`src/rtl/pkg_buffer_if.sv`:
```
// Detector-side capture inputs and the replay stream of the packet buffer.
interface pkg_buffer_if #(
  parameter int WIDTH = 16,
  parameter int DEPTH = 64
);
  localparam int LW = $clog2(DEPTH) + 1;

  logic [2*WIDTH-1:0] data_i;
  logic               start_i;
  logic               valid_i;
  logic [2*WIDTH-1:0] pkt_data_o;
  logic               pkt_valid_o;
  logic               pkt_ready_i;
  logic               pkt_last_o;
  logic [LW-1:0]      pkt_len_o;

  modport slave (
    input  data_i, start_i, valid_i, pkt_ready_i,
    output pkt_data_o, pkt_valid_o, pkt_last_o, pkt_len_o
  );

  modport master (
    output data_i, start_i, valid_i, pkt_ready_i,
    input  pkt_data_o, pkt_valid_o, pkt_last_o, pkt_len_o
  );
endinterface

```
`src/rtl/pkg_buffer.sv`:
```
// Single-packet capture buffer: stores words while start_i is high, replays them
// on a ready/valid stream after the closing valid_i pulse, and counts drops.
module pkg_buffer #(
  parameter int WIDTH = 16,
  parameter int DEPTH = 64
) (
  input  logic              clk,
  input  logic              rst,
  pkg_buffer_if.slave       bus,
  output logic              busy_o,
  output logic [7:0]        drop_cnt_o
);
  localparam int AW = $clog2(DEPTH);
  localparam int DW = 2 * WIDTH;
  localparam logic [AW:0]   FULL = (AW+1)'(DEPTH);
  localparam logic [DW-1:0] STOP = {1'b1, {(DW-1){1'b0}}};

  typedef enum logic [1:0] {S_IDLE, S_CAPTURE, S_DISCARD, S_DRAIN} state_t;

  state_t        r_state;
  logic [DW-1:0] r_mem [DEPTH];
  logic [AW:0]   r_cnt;
  logic [AW-1:0] r_wptr, r_rptr;
  logic          r_start_d;
  logic [DW-1:0] r_data;
  logic          r_valid, r_last, r_busy;
  logic [AW:0]   r_len;
  logic [7:0]    r_drop;

  logic          w_stop, w_rise, w_xfer, w_we, w_drop_inc;
  logic [AW-1:0] w_waddr, w_rnext;

  assign w_stop  = (bus.data_i == STOP);
  assign w_rise  = bus.start_i & ~r_start_d;
  assign w_xfer  = r_valid & bus.pkt_ready_i;
  assign w_rnext = r_rptr + 1'b1;
  assign w_waddr = (r_state == S_IDLE) ? '0 : r_wptr;

  assign w_we = ((r_state == S_IDLE) && w_rise && !w_stop) ||
                ((r_state == S_CAPTURE) && !bus.valid_i && bus.start_i &&
                 !w_stop && (r_cnt != FULL));

  // Overflow of the current capture, or a packet that starts while replaying.
  assign w_drop_inc = ((r_state == S_CAPTURE) && !bus.valid_i && bus.start_i &&
                       !w_stop && (r_cnt == FULL)) ||
                      ((r_state == S_DRAIN) && w_rise);

  always_ff @(posedge clk) begin
    if (w_we) r_mem[w_waddr] <= bus.data_i;
  end

  always_ff @(posedge clk or negedge rst) begin
    if (!rst) begin
      r_state   <= S_IDLE;
      r_cnt     <= '0;
      r_wptr    <= '0;
      r_rptr    <= '0;
      r_start_d <= 1'b0;
      r_data    <= '0;
      r_valid   <= 1'b0;
      r_last    <= 1'b0;
      r_busy    <= 1'b0;
      r_len     <= '0;
      r_drop    <= '0;
    end else begin
      r_start_d <= bus.start_i;
      if (w_drop_inc && (r_drop != 8'hff)) r_drop <= r_drop + 8'd1;
      case (r_state)
        S_IDLE: begin
          // A leading stop marker opens the packet without storing anything.
          if (w_rise) begin
            r_state <= S_CAPTURE;
            r_busy  <= 1'b1;
            r_cnt   <= w_stop ? '0 : (AW+1)'(1);
            r_wptr  <= w_stop ? '0 : AW'(1);
          end
        end
        S_CAPTURE: begin
          if (bus.valid_i) begin
            if (r_cnt == '0) begin
              r_state <= S_IDLE;
              r_busy  <= 1'b0;
            end else begin
              r_state <= S_DRAIN;
              r_len   <= r_cnt;
              r_rptr  <= '0;
              r_data  <= r_mem['0];
              r_valid <= 1'b1;
              r_last  <= (r_cnt == (AW+1)'(1));
            end
          end else if (bus.start_i && !w_stop) begin
            if (r_cnt != FULL) begin
              r_cnt  <= r_cnt + 1'b1;
              r_wptr <= r_wptr + 1'b1;
            end else begin
              r_state <= S_DISCARD;
              r_busy  <= 1'b0;
            end
          end
        end
        S_DISCARD: begin
          if (bus.valid_i) r_state <= S_IDLE;
        end
        S_DRAIN: begin
          if (w_xfer) begin
            if (r_last) begin
              r_state <= S_IDLE;
              r_busy  <= 1'b0;
              r_valid <= 1'b0;
              r_last  <= 1'b0;
              r_cnt   <= '0;
            end else begin
              r_rptr <= w_rnext;
              r_data <= r_mem[w_rnext];
              r_last <= (({1'b0, w_rnext} + 1'b1) == r_len);
            end
          end
        end
        default: r_state <= S_IDLE;
      endcase
    end
  end

  assign bus.pkt_data_o  = r_data;
  assign bus.pkt_valid_o = r_valid;
  assign bus.pkt_last_o  = r_last;
  assign bus.pkt_len_o   = r_len;
  assign busy_o          = r_busy;
  assign drop_cnt_o      = r_drop;
endmodule

```
`src/flat_wrapper.sv`:
```
// flat-port wrapper written by rule: the top's interface ports become plain ports
module pkg_buffer_flat 
#(
  parameter int WIDTH = 16,
  parameter int DEPTH = 64
)
  (clk, rst, busy_o, drop_cnt_o, bus_data_i, bus_start_i, bus_valid_i, bus_pkt_ready_i, bus_pkt_data_o, bus_pkt_valid_o, bus_pkt_last_o, bus_pkt_len_o);
  pkg_buffer_if #(.WIDTH(WIDTH), .DEPTH(DEPTH)) bus_i ();
  input  logic clk;
  input  logic rst;
  output logic busy_o;
  output logic [7:0] drop_cnt_o;
  input wire logic [$bits(bus_i.data_i)-1:0] bus_data_i;
  input wire logic [$bits(bus_i.start_i)-1:0] bus_start_i;
  input wire logic [$bits(bus_i.valid_i)-1:0] bus_valid_i;
  input wire logic [$bits(bus_i.pkt_ready_i)-1:0] bus_pkt_ready_i;
  output wire logic [$bits(bus_i.pkt_data_o)-1:0] bus_pkt_data_o;
  output wire logic [$bits(bus_i.pkt_valid_o)-1:0] bus_pkt_valid_o;
  output wire logic [$bits(bus_i.pkt_last_o)-1:0] bus_pkt_last_o;
  output wire logic [$bits(bus_i.pkt_len_o)-1:0] bus_pkt_len_o;
  assign bus_i.data_i = bus_data_i;
  assign bus_i.start_i = bus_start_i;
  assign bus_i.valid_i = bus_valid_i;
  assign bus_i.pkt_ready_i = bus_pkt_ready_i;
  assign bus_pkt_data_o = bus_i.pkt_data_o;
  assign bus_pkt_valid_o = bus_i.pkt_valid_o;
  assign bus_pkt_last_o = bus_i.pkt_last_o;
  assign bus_pkt_len_o = bus_i.pkt_len_o;
  pkg_buffer #(.WIDTH(WIDTH), .DEPTH(DEPTH)) u_core (.clk(clk), .rst(rst), .bus(bus_i), .busy_o(busy_o), .drop_cnt_o(drop_cnt_o));
endmodule
```
`config.mk`:
```
export PLATFORM = sky130hd
export DESIGN_NAME = pkg_buffer_flat
export DESIGN_NICKNAME = d
export VERILOG_FILES = /design/src/rtl/pkg_buffer_if.sv /design/src/rtl/pkg_buffer.sv /design/src/flat_wrapper.sv
export SDC_FILE = /design/constraint.sdc
export NUM_CORES = 2
export LEC_CHECK = 0
export BUFFER_PORTS_ARGS = -buffer_cell sky130_fd_sc_hd__buf_2
export CAP_MARGIN = 20
export CORE_MARGIN = 8
export CORE_UTILIZATION = 45
export CTS_BUF_LIST = sky130_fd_sc_hd__clkbuf_4 sky130_fd_sc_hd__clkbuf_8
export CTS_CLUSTER_DIAMETER = 100
export DETAILED_ROUTE_END_ITERATION = 7
export PLACE_DENSITY_LB_ADDON = 0.08
export RECOVER_POWER = 100
export SLEW_MARGIN = 10
export SYNTH_ARGS = -nofsm -noshare
export SYNTH_HDL_FRONTEND = slang
export SYNTH_SLANG_ARGS = --single-unit
```
`constraint.sdc`:
```
create_clock -name clk -period 11 [get_ports clk]
set_clock_uncertainty 0.1 [all_clocks]
set_input_delay 2.75 -clock clk [delete_from_list [all_inputs] [get_ports clk]]
set_output_delay 2.75 -clock clk [all_outputs]
set_load 0.03 [all_outputs]
```
# Word level (Yosys, flattened, before mapping)
# Memory sizes are Yosys's and may differ from the RTL's.
# Index checks and enable logic that the tools add are counted.
# classes
n_mux,52
bitwise_logic,4
reduce_logical,27
eq_ne,22
n_addsub,5
# op_table
cell,n
$mux 32,4
$pmux 32 s2,1
$mux 6,9
$mux 7,6
$eq 32x32->1 const B,1
$pmux 6 s2,2
$pmux 7 s3,1
$mux 1,17
$mux 2,8
$reduce_and 5->1,3
$ne 2x2->1 const B,7
$reduce_and 7->1,2
$add 6x1->6 const B,2
$logic_and 1x1->1,10
$ne 3x3->1 const B,3
$add 8x1->8 const B,1
$ne 8x8->1 const B,1
$pmux 2 s4,1
$add 6x1->7 const B,1
$add 7x1->7 const B,1
$eq 7x1->1 const B,1
$eq 7x7->1,1
$eq 7x7->1 const B,1
$logic_not 7->1,1
16 further kinds,25
# word_totals
ramBits,2048
wordCells,122
n_memories,1
out_inout_bits,50
ff_bits,72
in_bits,37
# memory_table
name,depth,width,read_ports,rd_clocked_by_memory_dff,wr,line_no,rtl
u_core.r_mem,64,32,2,0,1,pkg_buffer.sv:21,logic [DW-1:0] r_mem [DEPTH];

# Depth between registers and ports, before layout
# logic_depth
word_depth,8
depth_mapped,15
depth_no_buf,8

# Least setup slack after synthesis
# Ideal clock, no wire load.
# synth_timing
path_type,input-to-reg
from,input port bus_data_i[31]
to,memory u_core.r_mem[29][0] (netlist bit) (enable)
setup_time_ps,502
arrival_time_ps,6907
n_path_buf,2
t_required_ps,10398
stages,7
path_slack_ps,3490
path_cell_list,nor4b_1 nand4_2 o21ai_1 or3_1 buf_2 buf_2 nor4_1
# synth_between
elab_chain_cells,7
elab_cells_between_ends,8
cone_classes,1 x eq/ne; 2 x mux; 5 x reduce/logical
# synth_lines
item,line_no,rtl
from (decl),flat_wrapper.sv:13,input wire logic [$bits(bus_i.data_i)-1:0] bus_data_i;
$eq 32x32->1 (*),pkg_buffer.sv:33,assign w_stop = (bus.data_i == STOP);
$logic_not 1->1 (*),"pkg_buffer.sv:39, pkg_buffer.sv:41",
$logic_and 1x1->1,pkg_buffer.sv:40,((r_state == S_CAPTURE) && !bus.valid_i && bus.start_i &&
$logic_and 1x1->1,pkg_buffer.sv:41,!w_stop && (r_cnt != FULL));
$logic_or 1x1->1 (*),pkg_buffer.sv:39,assign w_we = ((r_state == S_IDLE) && w_rise && !w_stop) ||
$mux 1 (*),pkg_buffer.sv:49,if (w_we) r_mem[w_waddr] <= bus.data_i;
$mux 1 (not written as such) (*),pkg_buffer.sv:49,
to (decl),pkg_buffer.sv:21,
# Mark *: on every way between the ends. The rest lies on a longest branch, timed or not.

# Worst setup path in the final report
# layout_timing
from,input port bus_data_i[2]
to,memory u_core.r_mem[32][16] (netlist bit) (enable)
# Same word-level chain as after synthesis.

==> out/metrics.cfg <==
[run_status]
status=finished with violations
violations=max-capacitance violations, max-slew violations

[grt]
grt_max_degree=127
busiest_layer=met2
gr-usage-met1=0.316
grt-ovfl-total=0
grt_pass1_wl_um=319000
met2_usage=0.364
grt_pass1_vias=41900
antenna_found_initial=9
gr-usage-met3=0.0405
track_usage=0.225

[setup_path]
rr_startpoint=u_core.r_rptr[0]$_DFFE_PN0P_
end_kind=flip-flop
crit_family=simple AND/OR/NAND/NOR gates
slowest_delay_ns=2.48
worstPathMaxFanout=65
worstPathArrival_ns=9.05
r2r_setup_slack_ns=3.29
r2r-end=u_core.bus.pkt_data_o[2]$_DFFE_PN0P_
cpMaxStageDelayCell=clkbuf_1
crit_path_start_kind=primary input
worstSetupStartpoint=bus_data_i[2]
cp_cell_sequence=buf_2 -> clkbuf_1 -> nor4_1 -> nand4_1 -> o21ai_1 -> or4_1 -> nor2_1 -> buf_16
worstSetupPathDepth=8
crit_type=primary input to flip-flop
worst-endpoint-required_ns=11.62
r2r_cells=10
endpoint=u_core.r_mem[32][16]$_DFFE_PP_
path_buf_inv=3

[timing]
rsz0062_at_grt=no
fmax_mhz=119
setup-violations-final=0
hold_violations=0
maxSlewViolCount=2082
setup_ws_ns=2.57
max_slew_margin=-1.57
worst_slew_pin_slew_ns=3.85
period_share=0.767
tns_ns=0
post-route-min-period_ns=8.43

[logic_synthesis]
syn_nets=4064
synth.yosys.seq_area_share=0.771
synth-edff-count=2048
ys_warn_count=0
synth.avg_cell_area_um2=20.4
synthFlopType=edfxtp_1
yosys.cell_types.count=76
synth.top_cell.area_share=0.749
syn_area_um2=82100
ys_ff_latch=2120
synthCells=4019
ys_async_sr_fraction=0.0340
synthTopCellsByArea=edfxtp_1 75%, mux4_2 14%, dfrtp_1 2.2%, nand2_1 2.1%, nand3_1 1.2%
yosys.area.top_type=edfxtp_1

[cells_and_area]
drive_gt1_frac=0.273
nets=4437
areaGrowthSynthToFinish_pct=12.8
fillers=14500

[clocking]
cts_tree=built
cts_hold_buffers=0
clkTransAtPathRegs_ns=0.06
cts_max_level=5
cts_max_path_buffers=4
cts_inserted_buffers=361
cts_sinks=2120
cts-root-buf=clkbuf_8
cts_resized=0
clock_latency_ns=1.05
post_cts.repair.setup_buffers=0

[floorplan]
placement_rows=156
initial_core_util=0.454
die-area_um2=196000
coreArea_um2=181000
die_h_um=443
io_pins=87
die_w_um=443

[placement]
routabilityCongestion=0.813
hpwl_um=129000
dp_slack_ns=3.48
portBuffers=86

[power]
p_per_area_nw_per_um2=201
leakage_uw=0.0292
peakVddDrop_mv=0.116

[routing]
ant_nets=0
vias_per_cell=5.86
post_drt_wl_per_cell_um=32.0
drt_iter0_drc=3915
via_count=41100
drcViolationCount=0
drt-total-wl_um=225000
firstDrtPassIters=5

[job]
cap_violations=39

[worst_hold_path]
worstHoldPathType=flip-flop to flip-flop

## registers in the layout (all words and copies together) (netlist names)
| register | cells |
|---|---|
| u_core.r_start_d | 1 |
| u_core.r_state | 2 |
| u_core.r_rptr | 6 |
| u_core.bus.pkt_valid_o | 1 |
| u_core.r_cnt | 7 |
| u_core.busy_o | 1 |
| u_core.r_mem | 2048 |
| u_core.bus.pkt_len_o | 7 |
| u_core.r_wptr | 6 |
| u_core.drop_cnt_o | 8 |
| u_core.bus.pkt_data_o | 32 |
| u_core.bus.pkt_last_o | 1 |
## power by group
part / leakage, uW / switching, uW / total, uW / internal, uW
Clock: 0.00364 / 3050 / 6780 / 3730
Combinational: 0.00629 / 1540 / 2640 / 1100
Sequential: 0.0193 / 209 / 9230 / 9020
Total: 0.0292 / 4800 / 18700 / 13900
## cells in the final DEF, fill, tap and decap left out, types with 7 or more instances in the layout
cell | netlist | final
dfrtp_1 | 72 | 71
nor2_1 | 103 | 56
nand3_1 | 198 | 197
mux2_2 | 9 | 9
clkinv_1 | 0 | 70
and3_1 | 14 | 14
nand2_1 | 453 | 452
a31oi_1 | 34 | 34
inv_1 | 10 | 10
a32oi_1 | 31 | 31
clkbuf_8 | 0 | 379
buf_4 | 51 | 96
o22ai_1 | 30 | 30
mux2i_1 | 35 | 35
nor2b_1 | 7 | 7
a21oi_1 | 36 | 36
edfxtp_1 | 2048 | 2048
mux4_2 | 507 | 507
nand4_1 | 38 | 38
ha_1 | 8 | 8
nor4_1 | 16 | 15
o21ai_0 | 18 | 18
clkinv_2 | 0 | 31
buf_2 | 36 | 18
xnor2_1 | 18 | 17
clkbuf_4 | 1 | 134
nor2_4 | 0 | 48
clkbuf_1 | 99 | 116
## area by class of cell
class,count,area (um^2),share of cell area
antenna,4,10.0,0.000108
clock buffer,513,6220,0.0672
clock inverter,110,598,0.00646
inverter,10,37.5,0.000405
multi-input combinational,1659,18000,0.194
sequential,2120,63300,0.683
tap,2370,2970,0.0320
timing repair buffer,240,1480,0.0160
## synthesized netlist by cell type (18+ instances only)
library cell	n
a21oi_1	36
a31oi_1	34
a32oi_1	31
buf_1	31
buf_2	36
buf_4	51
clkbuf_1	99
dfrtp_1	72
edfxtp_1	2048
mux2i_1	35
mux4_2	507
nand2_1	453
nand3_1	198
nand4_1	38
nor2_1	103
o21ai_0	18
o22ai_1	30
xnor2_1	18
## worst reg2reg max path: cells and delay by family (launching register included)
kind,cells,cell delay (ns)
buffers and inverters,5,5.30
DFF,1,0.77
and+or+nand+nor,3,0.68
muxes,1,0.61
AOI/OAI and AO/OA,1,0.12
## kinds of logic (layout without fill, tap and decap cells)
logic type,Yosys count,in the layout,synth area share
buffers and inverters,240,873,0.0149
other,0,4,0
XOR/XNOR,23,23,0.00264
AND/OR/NAND/NOR,871,871,0.0472
adder cells (fa/ha/maj),8,8,0.00122
AO/OA/AOI/OAI,201,201,0.0168
multiplexers,556,556,0.146
flip-flops,2120,2120,0.771
## worst min-delay path by stage
stage	slack (ns)	cells after the start	startpoint	to
floorplan	0.41	2	u_core.r_rptr[1]$_DFFE_PN0P_	u_core.r_rptr[1]$_DFFE_PN0P_
global placement	0.38	1	u_core.drop_cnt_o[5]$_DFFE_PN0P_	u_core.drop_cnt_o[5]$_DFFE_PN0P_
detailed placement	0.39	1	u_core.drop_cnt_o[7]$_DFFE_PN0P_	u_core.drop_cnt_o[7]$_DFFE_PN0P_
CTS	0.40	1	u_core.drop_cnt_o[7]$_DFFE_PN0P_	u_core.drop_cnt_o[7]$_DFFE_PN0P_
global route	0.43	1	u_core.drop_cnt_o[5]$_DFFE_PN0P_	u_core.drop_cnt_o[5]$_DFFE_PN0P_
finish	0.40	1	u_core.drop_cnt_o[7]$_DFFE_PN0P_	u_core.drop_cnt_o[7]$_DFFE_PN0P_
## routing by layer
metal / vias to the layer above / routed length (um) / part of all wire
li1: 17300 / - / -
met2: 1450 / 109000 / 0.48
met4: 0 / 6320 / 0.028
met1: 22100 / 95900 / 0.43
met3: 309 / 14300 / 0.063
met5: - / 0 / 0
## per-stage QoR
step | hold slack (ns) | utilization | std cells | power (uW) | area (um^2)
floorplan | 0.406 | - | 4019 | 11200 | 82100
global placement | 0.377 | 0.476 | 6394 | 12100 | 86100
detailed placement | 0.388 | 0.476 | 6399 | 12100 | 86200
CTS | 0.400 | 0.514 | 7022 | 18900 | 93000
global route | 0.428 | 0.512 | 7024 | 19400 | 92600
finish | 0.398 | 0.512 | 7026 | 18700 | 92600
No activity file was read; power rests on OpenSTA's default activity.
